$ cat config.mk
export PLATFORM = sky130hd
export DESIGN_NAME = y86_instr_encoder
export DESIGN_NICKNAME = d
export VERILOG_FILES = /design/src/rtl/y86_pkg.sv /design/src/rtl/y86_instr_len.sv /design/src/rtl/y86_instr_encoder.sv
export SDC_FILE = /design/constraint.sdc
export NUM_CORES = 1
export LEC_CHECK = 0
export CORE_ASPECT_RATIO = 2
export CORE_MARGIN = 3
export CORE_UTILIZATION = 55
export DETAILED_ROUTE_END_ITERATION = 10
export PLACE_DENSITY = 0.82
export SYNTH_ARGS = -nofsm -noshare
export SYNTH_HDL_FRONTEND = slang
export SYNTH_SLANG_ARGS = --single-unit
$ cat constraint.sdc
create_clock -name clk -period 9.1 [get_ports clk]
set_input_delay 1.365 -clock clk [delete_from_list [all_inputs] [get_ports clk]]
set_output_delay 1.365 -clock clk [all_outputs]
set_load 0.1 [all_outputs]
$ cat src/rtl/y86_pkg.sv
// Shared Y86-64 encoding constants and the encoder state type.
// Used by both the instruction length decoder and the loader.
package y86_pkg;

    localparam logic [3:0] HALT   = 4'h0;
    localparam logic [3:0] NOP    = 4'h1;
    localparam logic [3:0] CMOVXX = 4'h2;
    localparam logic [3:0] IRMOVQ = 4'h3;
    localparam logic [3:0] RMMOVQ = 4'h4;
    localparam logic [3:0] MRMOVQ = 4'h5;
    localparam logic [3:0] OPQ    = 4'h6;
    localparam logic [3:0] JXX    = 4'h7;
    localparam logic [3:0] CALL   = 4'h8;
    localparam logic [3:0] RET    = 4'h9;
    localparam logic [3:0] PUSHQ  = 4'hA;
    localparam logic [3:0] POPQ   = 4'hB;

    localparam logic [3:0] RNONE  = 4'hF;

    localparam logic [1:0] ERR_NONE     = 2'd0;
    localparam logic [1:0] ERR_ILLEGAL  = 2'd1;
    localparam logic [1:0] ERR_OVERFLOW = 2'd2;

    typedef enum logic [1:0] {
        S_IDLE,
        S_EMIT,
        S_DONE
    } state_t;

endpackage

$ cat src/rtl/y86_instr_len.sv
// Combinational icode decoder: legality, byte length and field layout.
// Shared with the fetch stage so both directions agree on the format.
module y86_instr_len
    import y86_pkg::*;
(
    input  logic [3:0] icode,
    output logic       legal,
    output logic [3:0] len,
    output logic       has_regs,
    output logic       has_valc,
    output logic [3:0] valc_offset
);

    always_comb begin
        legal       = 1'b1;
        len         = 4'd0;
        has_regs    = 1'b0;
        has_valc    = 1'b0;
        valc_offset = 4'd0;
        case (icode)
            HALT, NOP, RET: len = 4'd1;
            CMOVXX, OPQ, PUSHQ, POPQ: begin
                len      = 4'd2;
                has_regs = 1'b1;
            end
            JXX, CALL: begin
                len         = 4'd9;
                has_valc    = 1'b1;
                valc_offset = 4'd1;
            end
            IRMOVQ, RMMOVQ, MRMOVQ: begin
                len         = 4'd10;
                has_regs    = 1'b1;
                has_valc    = 1'b1;
                valc_offset = 4'd2;
            end
            default: legal = 1'b0;
        endcase
    end

endmodule

$ cat src/rtl/y86_instr_encoder.sv
// Serializes one decoded Y86-64 instruction per handshake into instruction
// memory, one byte per cycle, advancing a write PC and flagging bad input.
module y86_instr_encoder
    import y86_pkg::*;
#(
    parameter int          MEM_BYTES = 80,
    parameter logic [63:0] BASE_PC   = 64'd0
) (
    input  logic        clk,
    input  logic        rst,
    input  logic        clear,
    input  logic        in_valid,
    output logic        in_ready,
    input  logic [3:0]  icode,
    input  logic [3:0]  ifun,
    input  logic [3:0]  rA,
    input  logic [3:0]  rB,
    input  logic [63:0] valC,
    output logic        wr_en,
    output logic [63:0] wr_addr,
    output logic [7:0]  wr_data,
    output logic [63:0] pc,
    output logic        done,
    output logic        err,
    output logic [1:0]  err_code
);

    logic            legal;
    logic            has_regs;
    logic            has_valc;
    logic [3:0]      len;
    logic [3:0]      valc_offset;
    logic [7:0]      reg_byte;
    logic [9:0][7:0] img;
    logic [9:0][7:0] img_q;
    logic [3:0]      len_q;
    logic [3:0]      idx;
    logic            halt_q;
    logic            fits;
    state_t          state;

    y86_instr_len u_len (
        .icode       (icode),
        .legal       (legal),
        .len         (len),
        .has_regs    (has_regs),
        .has_valc    (has_valc),
        .valc_offset (valc_offset)
    );

    // Build the full byte image up front so the latched copy is independent
    // of the input fields once the handshake has happened.
    always_comb begin
        reg_byte = {(icode == IRMOVQ) ? RNONE : rA,
                    (icode == PUSHQ || icode == POPQ) ? RNONE : rB};
        img    = '0;
        img[0] = {icode, ifun};
        if (has_regs)
            img[1] = reg_byte;
        if (has_valc) begin
            if (valc_offset == 4'd2)
                img[9:2] = valC;
            else
                img[8:1] = valC;
        end
    end

    assign fits     = ({1'b0, pc} + 65'(len)) <= 65'(MEM_BYTES);
    assign in_ready = (state == S_IDLE);
    assign done     = (state == S_DONE);

    // Byte k goes out with wr_addr equal to pc; pc steps past it on the
    // following edge, so pc always points at the next unwritten byte.
    always_ff @(posedge clk or posedge rst) begin
        if (rst) begin
            state    <= S_IDLE;
            pc       <= BASE_PC;
            wr_en    <= 1'b0;
            wr_addr  <= '0;
            wr_data  <= '0;
            err      <= 1'b0;
            err_code <= ERR_NONE;
            img_q    <= '0;
            len_q    <= '0;
            idx      <= '0;
            halt_q   <= 1'b0;
        end else if (clear) begin
            state    <= S_IDLE;
            pc       <= BASE_PC;
            wr_en    <= 1'b0;
            wr_addr  <= '0;
            wr_data  <= '0;
            err      <= 1'b0;
            err_code <= ERR_NONE;
            idx      <= '0;
        end else begin
            case (state)
                S_IDLE: begin
                    if (in_valid) begin
                        if (!legal) begin
                            err      <= 1'b1;
                            err_code <= ERR_ILLEGAL;
                        end else if (!fits) begin
                            err      <= 1'b1;
                            err_code <= ERR_OVERFLOW;
                        end else begin
                            img_q   <= img;
                            len_q   <= len;
                            halt_q  <= (icode == HALT);
                            idx     <= 4'd1;
                            wr_en   <= 1'b1;
                            wr_addr <= pc;
                            wr_data <= img[0];
                            state   <= S_EMIT;
                        end
                    end
                end
                S_EMIT: begin
                    pc <= pc + 64'd1;
                    if (idx == len_q) begin
                        wr_en <= 1'b0;
                        state <= halt_q ? S_DONE : S_IDLE;
                    end else begin
                        wr_addr <= pc + 64'd1;
                        wr_data <= img_q[idx];
                        idx     <= idx + 4'd1;
                    end
                end
                S_DONE: ;
                default: state <= S_IDLE;
            endcase
        end
    end

endmodule
Yosys cells after proc, flatten, opt, wreduce, memory -nomap -nowiden
Index checks and enable logic that the tools add are counted.
Storage, ports and cells
  register bits after elaboration: 231
  output and inout port bits: 142
  word-level logic and storage cells: 124
Cells by class
  bitwise gates (word level): 1
  add/sub/neg operators: 3
  muxes and demuxes: 57
  $lt $le $gt $ge: 2
  reduce and logical (&&, ||, !) cells: 19
  equality and inequality tests: 22
Operator list (number)
  2-to-1 mux 64 bit: 7
  case mux 64 bit (2 select lines): 1
  2-to-1 mux 72 bit: 1
  2-to-1 mux 8 bit: 9
  adder 64 x 4 -> 65 bit: 1
  <= comparator 65 x 7 -> 1 bit, second input constant: 1
  adder 64 x 1 -> 64 bit, second input constant: 1
  2-to-1 mux 56 bit: 1
  binary-select mux 8 bit (select 4 bit): 1
  2-to-1 mux 4 bit: 7
  2-to-1 mux 2 bit: 11
  AND reduction 5 bit: 4
  equality test 4 x 3 -> 1 bit, second input constant: 4
  equality test 4 bit, second input constant: 4
  case mux 4 bit (4 select lines): 1
  case mux 8 bit (2 select lines): 1
  2-to-1 mux 1 bit: 13
  equality test 4 x 2 -> 1 bit, second input constant: 3
  inequality test 3 bit, second input constant: 4
  OR reduction 12 bit: 1
  case mux 4 bit (2 select lines): 1
  OR reduction 7 bit: 1
  inequality test 3 x 2 -> 1 bit, second input constant: 2
  case mux 2 bit (3 select lines): 1
  other kinds (20): 23

Longest topological paths before layout
Gate-level depths: netlist of the first run.
  depth in word-level cells: 10
  gate-level depth with buffers: 21
  mapped depth without buffers: 16

Hierarchy
A second synthesis of the first run with hierarchy kept.
Unflattened totals
  cell total of the unflattened synthesis: 1560
  area, all modules: 14266.2 um^2
By module, submodules not included
  y86_instr_encoder: area an instance 14114.8 um^2, instances 1, cells an instance 1540
  y86_instr_len: area an instance 151.4 um^2, instances 1, cells an instance 20

Worst setup path before layout of the first run
Ideal clock, no wire load.
  kind: input-to-reg
  start: input port icode[2]
  end: register img_q[15] (netlist bit)
  library setup time: 125 ps
  arrival: 5499 ps
  slack: 3476 ps
  required time: 8975 ps
  stages: 18
  path buffers: 7
  cell sequence: clkbuf_1 clkbuf_1 clkbuf_1 o21ai_0 fa_1 nand4b_1 a21o_1 buf_6 or4_4 o21ai_1 o2111ai_1 nor4_2 and4_4 and3_1 buf_6 buf_8 buf_12 mux2_4
Between the ends
  longest elaborated chain between the ends: 6
  elaborated cells on any way between the ends: 32
  classes of those cells: add/sub (1); order compare (1); eq/ne (12); mux (9); reduce/logical (9)
RTL lines
  from (decl): RTL line y86_instr_encoder.sv:14  | input logic [3:0] icode,
  equality test 4 bit (tied with other cells): RTL line y86_instr_len.sv:20  | case (icode)
  OR reduction 4 bit (tied with other cells): RTL line y86_instr_len.sv:20
  case mux 4 bit (4 select lines) (tied with other cells): RTL line y86_instr_len.sv:20
  adder 64 x 4 -> 65 bit (tied with other cells): RTL line y86_instr_encoder.sv:68  | assign fits = ({1'b0, pc} + 65'(len)) <= 65'(MEM_BYTES);
  <= comparator 65 x 7 -> 1 bit / 2-to-1 mux 8 bit (equally long branches): RTL line y86_instr_encoder.sv:68, y86_instr_encoder.sv:61
  AND reduction 5 bit (no source line) / 2-to-1 mux 72 bit (equally long branches)
  to (signal assigned): RTL line y86_instr_encoder.sv:107  | img_q <= img;
  to (decl): RTL line y86_instr_encoder.sv:35  | logic [9:0][7:0] img_q;
Several ways; a longest one is shown, not always the timed one.
A chain may end at the register's enable or synchronous reset.

Worst setup path in the final report of the first run
  start: input port icode[2]
  end: register img_q[6] (netlist bit)
Between the ends
  longest elaborated chain between the ends: 6
  elaborated cells on any way between the ends: 22
  classes of those cells: add/sub (1); order compare (1); eq/ne (11); mux (2); reduce/logical (7)
RTL lines
  equality test 4 bit (tied with other cells): RTL line y86_instr_len.sv:20
  OR reduction 4 bit (tied with other cells): RTL line y86_instr_len.sv:20
  case mux 4 bit (4 select lines) (*): RTL line y86_instr_len.sv:20
  net len[0]: RTL line y86_instr_encoder.sv:31  | logic [3:0] len;
  adder 64 x 4 -> 65 bit (*): RTL line y86_instr_encoder.sv:68
  <= comparator 65 x 7 -> 1 bit (*): RTL line y86_instr_encoder.sv:68
  AND reduction 5 bit (no source line) (*)
The timed path passes the listed nets; every way through them passes the cells marked *.

==> out/results.txt, run 1 <==
Top-Level Pins - 226
largest area contributor in the netlist - dfrtp_1
first-pass GRT wire length - 70.5 mm
VDD IR max - 167 µV
R2R depth - 13
Ys Warns - 0
RSZ-0062 raised after global routing - no
# DRC - 0
Async SR Flop Fraction - 1.00
CP required - 9.51 ns
final wirelength - 46.2 mm
Post-Syn Area - 13800 µm²
# hold bufs at CTS - 0
Top FF cell, synth - dfrtp_1
die footprint - 27100 µm²
worst r2r src - pc[0]
clk buf depth - 3
Setup WS pre-CTS - 1.91 ns
Hold Path End - img_q[23]
initial antenna violation count - 0
pin count of the biggest net entering global routing - 111
min-delay src - img_q[23]
Worst Tran Pin Value - 1.10 ns
Placed Cells - 1805
Reg2Reg Setup Slack - 4.18 ns
EDFF count, synth - 0
reg2reg end - img_q[6]
Crit Path Max Fanout - 36
Mapped Cells - 1337
post-layout worst setup margin - 2.39 ns
syn_nets - 1427
Starting Density - 0.562
row count - 81
Final TNS setup - 0 ns
min Tclk post-route - 6.71 ns
Max Freq - 149 MHz
total power - 2.55 mW
port bufs - 225
Hold Crit Class - register to register
static leakage - 6.93 nW
status - complete, no violations
Final setup viols - 0
syn avg cell area - 10.3 µm²
CTS buffer count - 21
Die Wd - 118 µm
Hold Vio Cnt, Final - 0
area delta synth->final - 22.0%
latest clock arrival within the worst-skew pair - 0.53 ns
Worst setup EP type - register
Final HPWL DP - 35.3 mm
H-tree levels - 1
max_slew headroom - 0.266
PostCTS Resize Cnt - 0
DRT antenna net count - 0
clock-pin slew on the worst setup and hold paths - 0.07 ns
critical path arrival - 7.11 ns
Initial DRC Count - 716
total grt overflow - 0
final RePlAce weighted congestion - 1.00
Vias/cell - 6.24
Total Routing Usage GR - 0.336
Antenna diodes - 0
fin crit share - 0.737
synth unique cells - 71
vias in the first global route - 11995
Area contributors post-synth - dfrtp_1 42%, mux2_2 9.0%, mux2_4 4.4%
core footprint - 24500 µm²
Via Count - 11491
Non-Filler Instances - 1842
layout cells sized above 1 - 0.164
final net count - 1586
CTS Sinks - 230
setup repair bufs after CTS - 0
Detailed Routing Iterations Pass 1 - 5
max-cap violations - 0
crit path kind - primary input to register
Power Dens Cells - 151 nW/µm²
fin. max-slew vios - 0
Clock Skew - 0.0244 ns
post-synthesis sequential area ratio - 0.417
worst hold stages - 1
Yosys reg bits - 230
routed wire length per instance - 25.1 µm
CTS tree - done
post-synth top area share - 0.417
CP startpoint kind - primary input
Clk Tree Root Cell - clkbuf_16
Die H - 230 µm
-- metal layers --
| layer | wire, µm | track usage |
|---|---|---|
| met3 | 1940 | 0.0322 |
| met4 | 3060 | 0.193 |
| met2 | 26100 | 0.664 |
| met1 | 15100 | 0.332 |
| met5 | 0 | 0 |
-- kinds of logic (layout without fill, tap and decap cells) --
family	after synthesis	after routing	synth area share
AO/OA/AOI/OAI	193	193	0.104
XOR/XNOR	86	86	0.0546
adder cells (fa/ha/maj)	6	6	0.00599
buffers and inverters	149	322	0.0540
flip-flops	230	230	0.417
multiplexers	186	186	0.174
AND/OR/NAND/NOR	487	487	0.190
-- synthesized netlist by cell type (5+ instances only) --
library cell / number
nand3_1: 31
buf_4: 5
nor2b_1: 73
and4_1: 9
nand4_1: 64
o31ai_1: 6
o22ai_1: 10
and3_1: 14
xnor2_1: 44
a22o_1: 56
nor4_1: 22
nand2_1: 79
a21oi_1: 23
o221ai_1: 13
and2_1: 9
o211ai_1: 11
a22oi_1: 16
dfrtp_1: 230
xor2_1: 42
nor3_1: 32
mux2_2: 110
mux4_2: 16
o21a_1: 5
clkbuf_1: 66
o21ai_0: 21
mux2_4: 40
inv_1: 39
or3_1: 17
buf_2: 24
nor3b_1: 6
buf_6: 8
mux2i_1: 20
ha_1: 5
nor2_1: 103
-- stage by stage --
step,hold WS [ns],util,cell area [µm²]
global route,0.516,0.686,16800
global placement,0.485,0.657,16100
detailed placement,0.492,0.657,16100
CTS,0.507,0.686,16800
finish,0.508,0.686,16800
floorplan,0.475,-,13800
-- where the power goes --
part,internal (mW),leakage [nW],switching [mW]
Sequential,1.10,3.13,0.0484
Combinational,0.220,3.45,0.250
Clock,0.529,0.348,0.404
Total,1.84,6.93,0.702
-- critical path: stages --
cell and delay [ns]:
clkdlybuf4s50_1 0.87, buf_4 0.27, nand2_1 0.11, o21ai_0 0.15, ha_1 0.26, inv_1 0.07
fa_1 0.40, nand4b_1 0.32, a21o_1 0.36, or3_1 0.44, o21a_1 0.25, nor4_2 0.43
nand3_1 0.21, nor2_1 0.28, and3_4 0.64, buf_4 0.30, mux2_2 0.35
-- cell usage in the layout, fill, tap and decap left out, drive strengths merged, types with 5 or more instances in the layout --
cell type,instances
o221ai,13
xor2,42
o21ai,23
clkinv,8
nor3,33
dfrtp,230
o21a,5
a22oi,16
a21oi,23
and3,14
clkbuf,23
nor4,26
mux4,16
buf,22
xnor2,44
nor3b,6
a22o,56
o211ai,11
mux2i,20
clkdlybuf4s50,224
nor2,103
and4,10
nand2,79
nand3,31
mux2,150
or2,5
or3,17
o31ai,6
inv,39
nand4,66
and2,10
o22ai,10
ha,5
nor2b,73
-- worst max-delay path by stage --
stage | start | to | slack (ns)
after detailed placement | icode[2] | img_q[6] | 1.91
final | icode[2] | img_q[6] | 2.39
after floorplan | rst | err | 1.43
after global placement | icode[2] | img_q[23] | 2.01
after global routing | icode[2] | img_q[5] | 2.00
after CTS | icode[2] | img_q[5] | 2.45
-- state kept, by name, indices dropped and copies added, names as in the netlist --
register  flops
idx           4
len_q         3
wr_data       8
img_q        80
wr_en         1
halt_q        1
pc           64
wr_addr      64
err           1
state         2
err_code      2
-- area by class of cell --
cell class / count / area (µm²)
fillers: 1894 / 7700
multi-input cells: 958 / 7340
flip-flops and latches: 230 / 5760
repair buffers: 246 / 2440
clock buffers: 23 / 553
well taps: 332 / 415
clock inverters: 14 / 168
inverters: 39 / 154
Note: power is estimated with default switching activity, not from simulation.
==> run 2, diff against run 1 <==
CORE_UTILIZATION = 49   (was 55)
PLACE_DENSITY = 0.77   (was 0.82)
clock period = 5.6 ns   (was 9.1 ns; I/O delays follow)
==> out/results.txt, run 2 (synthesis results as in run 1) <==
status - finished with violations
failing checks - capacitance limit, slew limit
total grt overflow - 0
Non-Filler Instances - 1907
VDD IR max - 195 µV
clock-pin slew on the worst setup and hold paths - 0.06 ns
core footprint - 27700 µm²
fin crit share - 0.926
routed wire length per instance - 23.6 µm
worst r2r src - pc[0]
Hold Crit Class - register to register
Final HPWL DP - 35.1 mm
max incr delay on CP - 0.48 ns
Placed Cells - 1873
DRT antenna net count - 0
Top-Level Pins - 226
final wirelength - 45.0 mm
CP cell instances - clkdlybuf4s50_1, nand2_1, nor2_1, nand2_1, o21ai_0, ha_1, inv_1, fa_1, nand4b_1, buf_4, a21o_1, nor4_1, xnor2_1, o2111ai_1, nor4_1, and4_4, and3_4, buf_12, mux2_2
CP startpoint kind - primary input
CTS buffer count - 21
filler cell count - 2269
CP required - 6.00 ns
max-cap violations - 1
max_slew headroom - -0.000989
port bufs - 225
Internal Power - 3.00 mW
Design Area, Final - 17200 µm²
Final setup viols - 0
total power - 4.11 mW
Vias/cell - 5.98
crit path kind - primary input to register
commonest non-fill, non-tap cell in the layout - dfrtp_1
CTS Sinks - 230
first-pass GRT wire length - 69.4 mm
final net count - 1634
PostCTS Resize Cnt - 0
Total Routing Usage GR - 0.291
min Tclk post-route - 5.18 ns
critical path arrival - 5.59 ns
Clk Tree Root Cell - clkbuf_16
Crit Path Max Fanout - 25
most frequent cells in the layout - 230 x dfrtp_1, 224 x clkdlybuf4s50_1, 110 x mux2_2
Slowest-stage cell, CP - clkdlybuf4s50_1
Largest Register - img_q
max reg flops - 80
layout cells sized above 1 - 0.185
Power Dens Cells - 239 nW/µm²
Die Wd - 125 µm
RSZ-0062 raised after global routing - no
register area - 5760 µm²
Antenna diodes - 0
Max Freq - 193 MHz
CTS tree - done
vias in the first global route - 11993
Hold Vio Cnt, Final - 0
area of the multi-input gates - 7330 µm²
Fin Hold WS - 0.503 ns
biggest regs - img_q (80), pc (64), wr_addr (64)
row count - 86
Comb pwr share - 0.188
Sequential Power Share - 0.454
latest clock arrival within the worst-skew pair - 0.53 ns
pin count of the biggest net entering global routing - 147
placed cell areas - 16500 µm²
sw power - 1.12 mW
static leakage - 7.15 nW
Initial DRC Count - 653
area delta synth->final - 24.7%
final RePlAce weighted congestion - 0.980
clk buf depth - 3
Worst setup EP type - register
die footprint - 30300 µm²
clock power share - 0.358
H-tree levels - 1
# hold bufs at CTS - 0
Starting Density - 0.499
origin of the worst setup path - icode[0]
min-delay src - img_q[26]
Clock Skew - 0.0114 ns
# DRC - 0
switch share - 0.271
initial antenna violation count - 0
setup repair bufs after CTS - 0
Die H - 243 µm
Via Count - 11401
fin. max-slew vios - 1
Worst Tran Pin Value - 1.49 ns
Final TNS setup - 0 ns
Detailed Routing Iterations Pass 1 - 7
==> run 2: cell types whose count changed in the layout (fill, tap and decap cells not counted), sizes merged <==
cell	before	now
buf	22	70
clkinv	8	2
clkbuf	23	27
clkinvlp	3	2
==> run 2: power by group through the flow <==
stage / Clock (mW) / Combinational (mW) / Sequential (mW)
3_5_place_dp: 0 / 0.775 / 1.90
6_report: 1.47 / 0.772 / 1.87
3_3_place_gp: 0 / 0.756 / 1.89
4_1_cts: 1.50 / 0.778 / 1.87
5_1_grt: 1.55 / 0.822 / 1.88
2_1_floorplan: 0 / 0.480 / 1.95
==> run 2: final cells by class <==
type | count | share of cell area
inverter | 39 | 0.00873
multi-input combinational | 958 | 0.426
timing repair buffer | 294 | 0.166
clock buffer | 27 | 0.0324
sequential | 230 | 0.334
clock inverter | 7 | 0.00676
tap | 352 | 0.0256
==> run 2: worst paths after layout <==
check / cells past startpoint / slack [ns] / end
min in group asynchronous: 2 / 0.75 / pc[11]
max in group asynchronous: 3 / 3.64 / img_q[57]
worst max-delay path: 19 / 0.42 / img_q[23]
worst min-delay path: 1 / 0.50 / img_q[26]
worst max register to register: 14 / 1.16 / img_q[23]
worst min register to register: 1 / 0.50 / img_q[26]
==> run 2: routing by layer <==
metal / track usage / up-vias / part of all wire
met1: 0.290 / 5585 / 0.33
met5: 0 / - / 0
met3: 0.0276 / 129 / 0.042
met2: 0.565 / 435 / 0.55
li1: - / 5252 / -
met4: 0.182 / 0 / 0.072
==> run 2: per-stage QoR <==
stage           util  setup slack [ns]
6_report       0.622             0.417
5_1_grt        0.622             0.241
4_1_cts        0.622             0.452
2_1_floorplan      -             0.501
3_3_place_gp   0.598            0.0313
3_5_place_dp   0.598           -0.0685
==> run 2: critical path: cells and delay by family <==
family	cells	cell delay (ns)
adder cells (fa/ha/maj)	2	0.61
multiplexers	1	0.36
XOR/XNOR	1	0.21
AO/OA/AOI/OAI	3	0.53
AND/OR/NAND/NOR	8	2.06
buffers and inverters	4	0.93
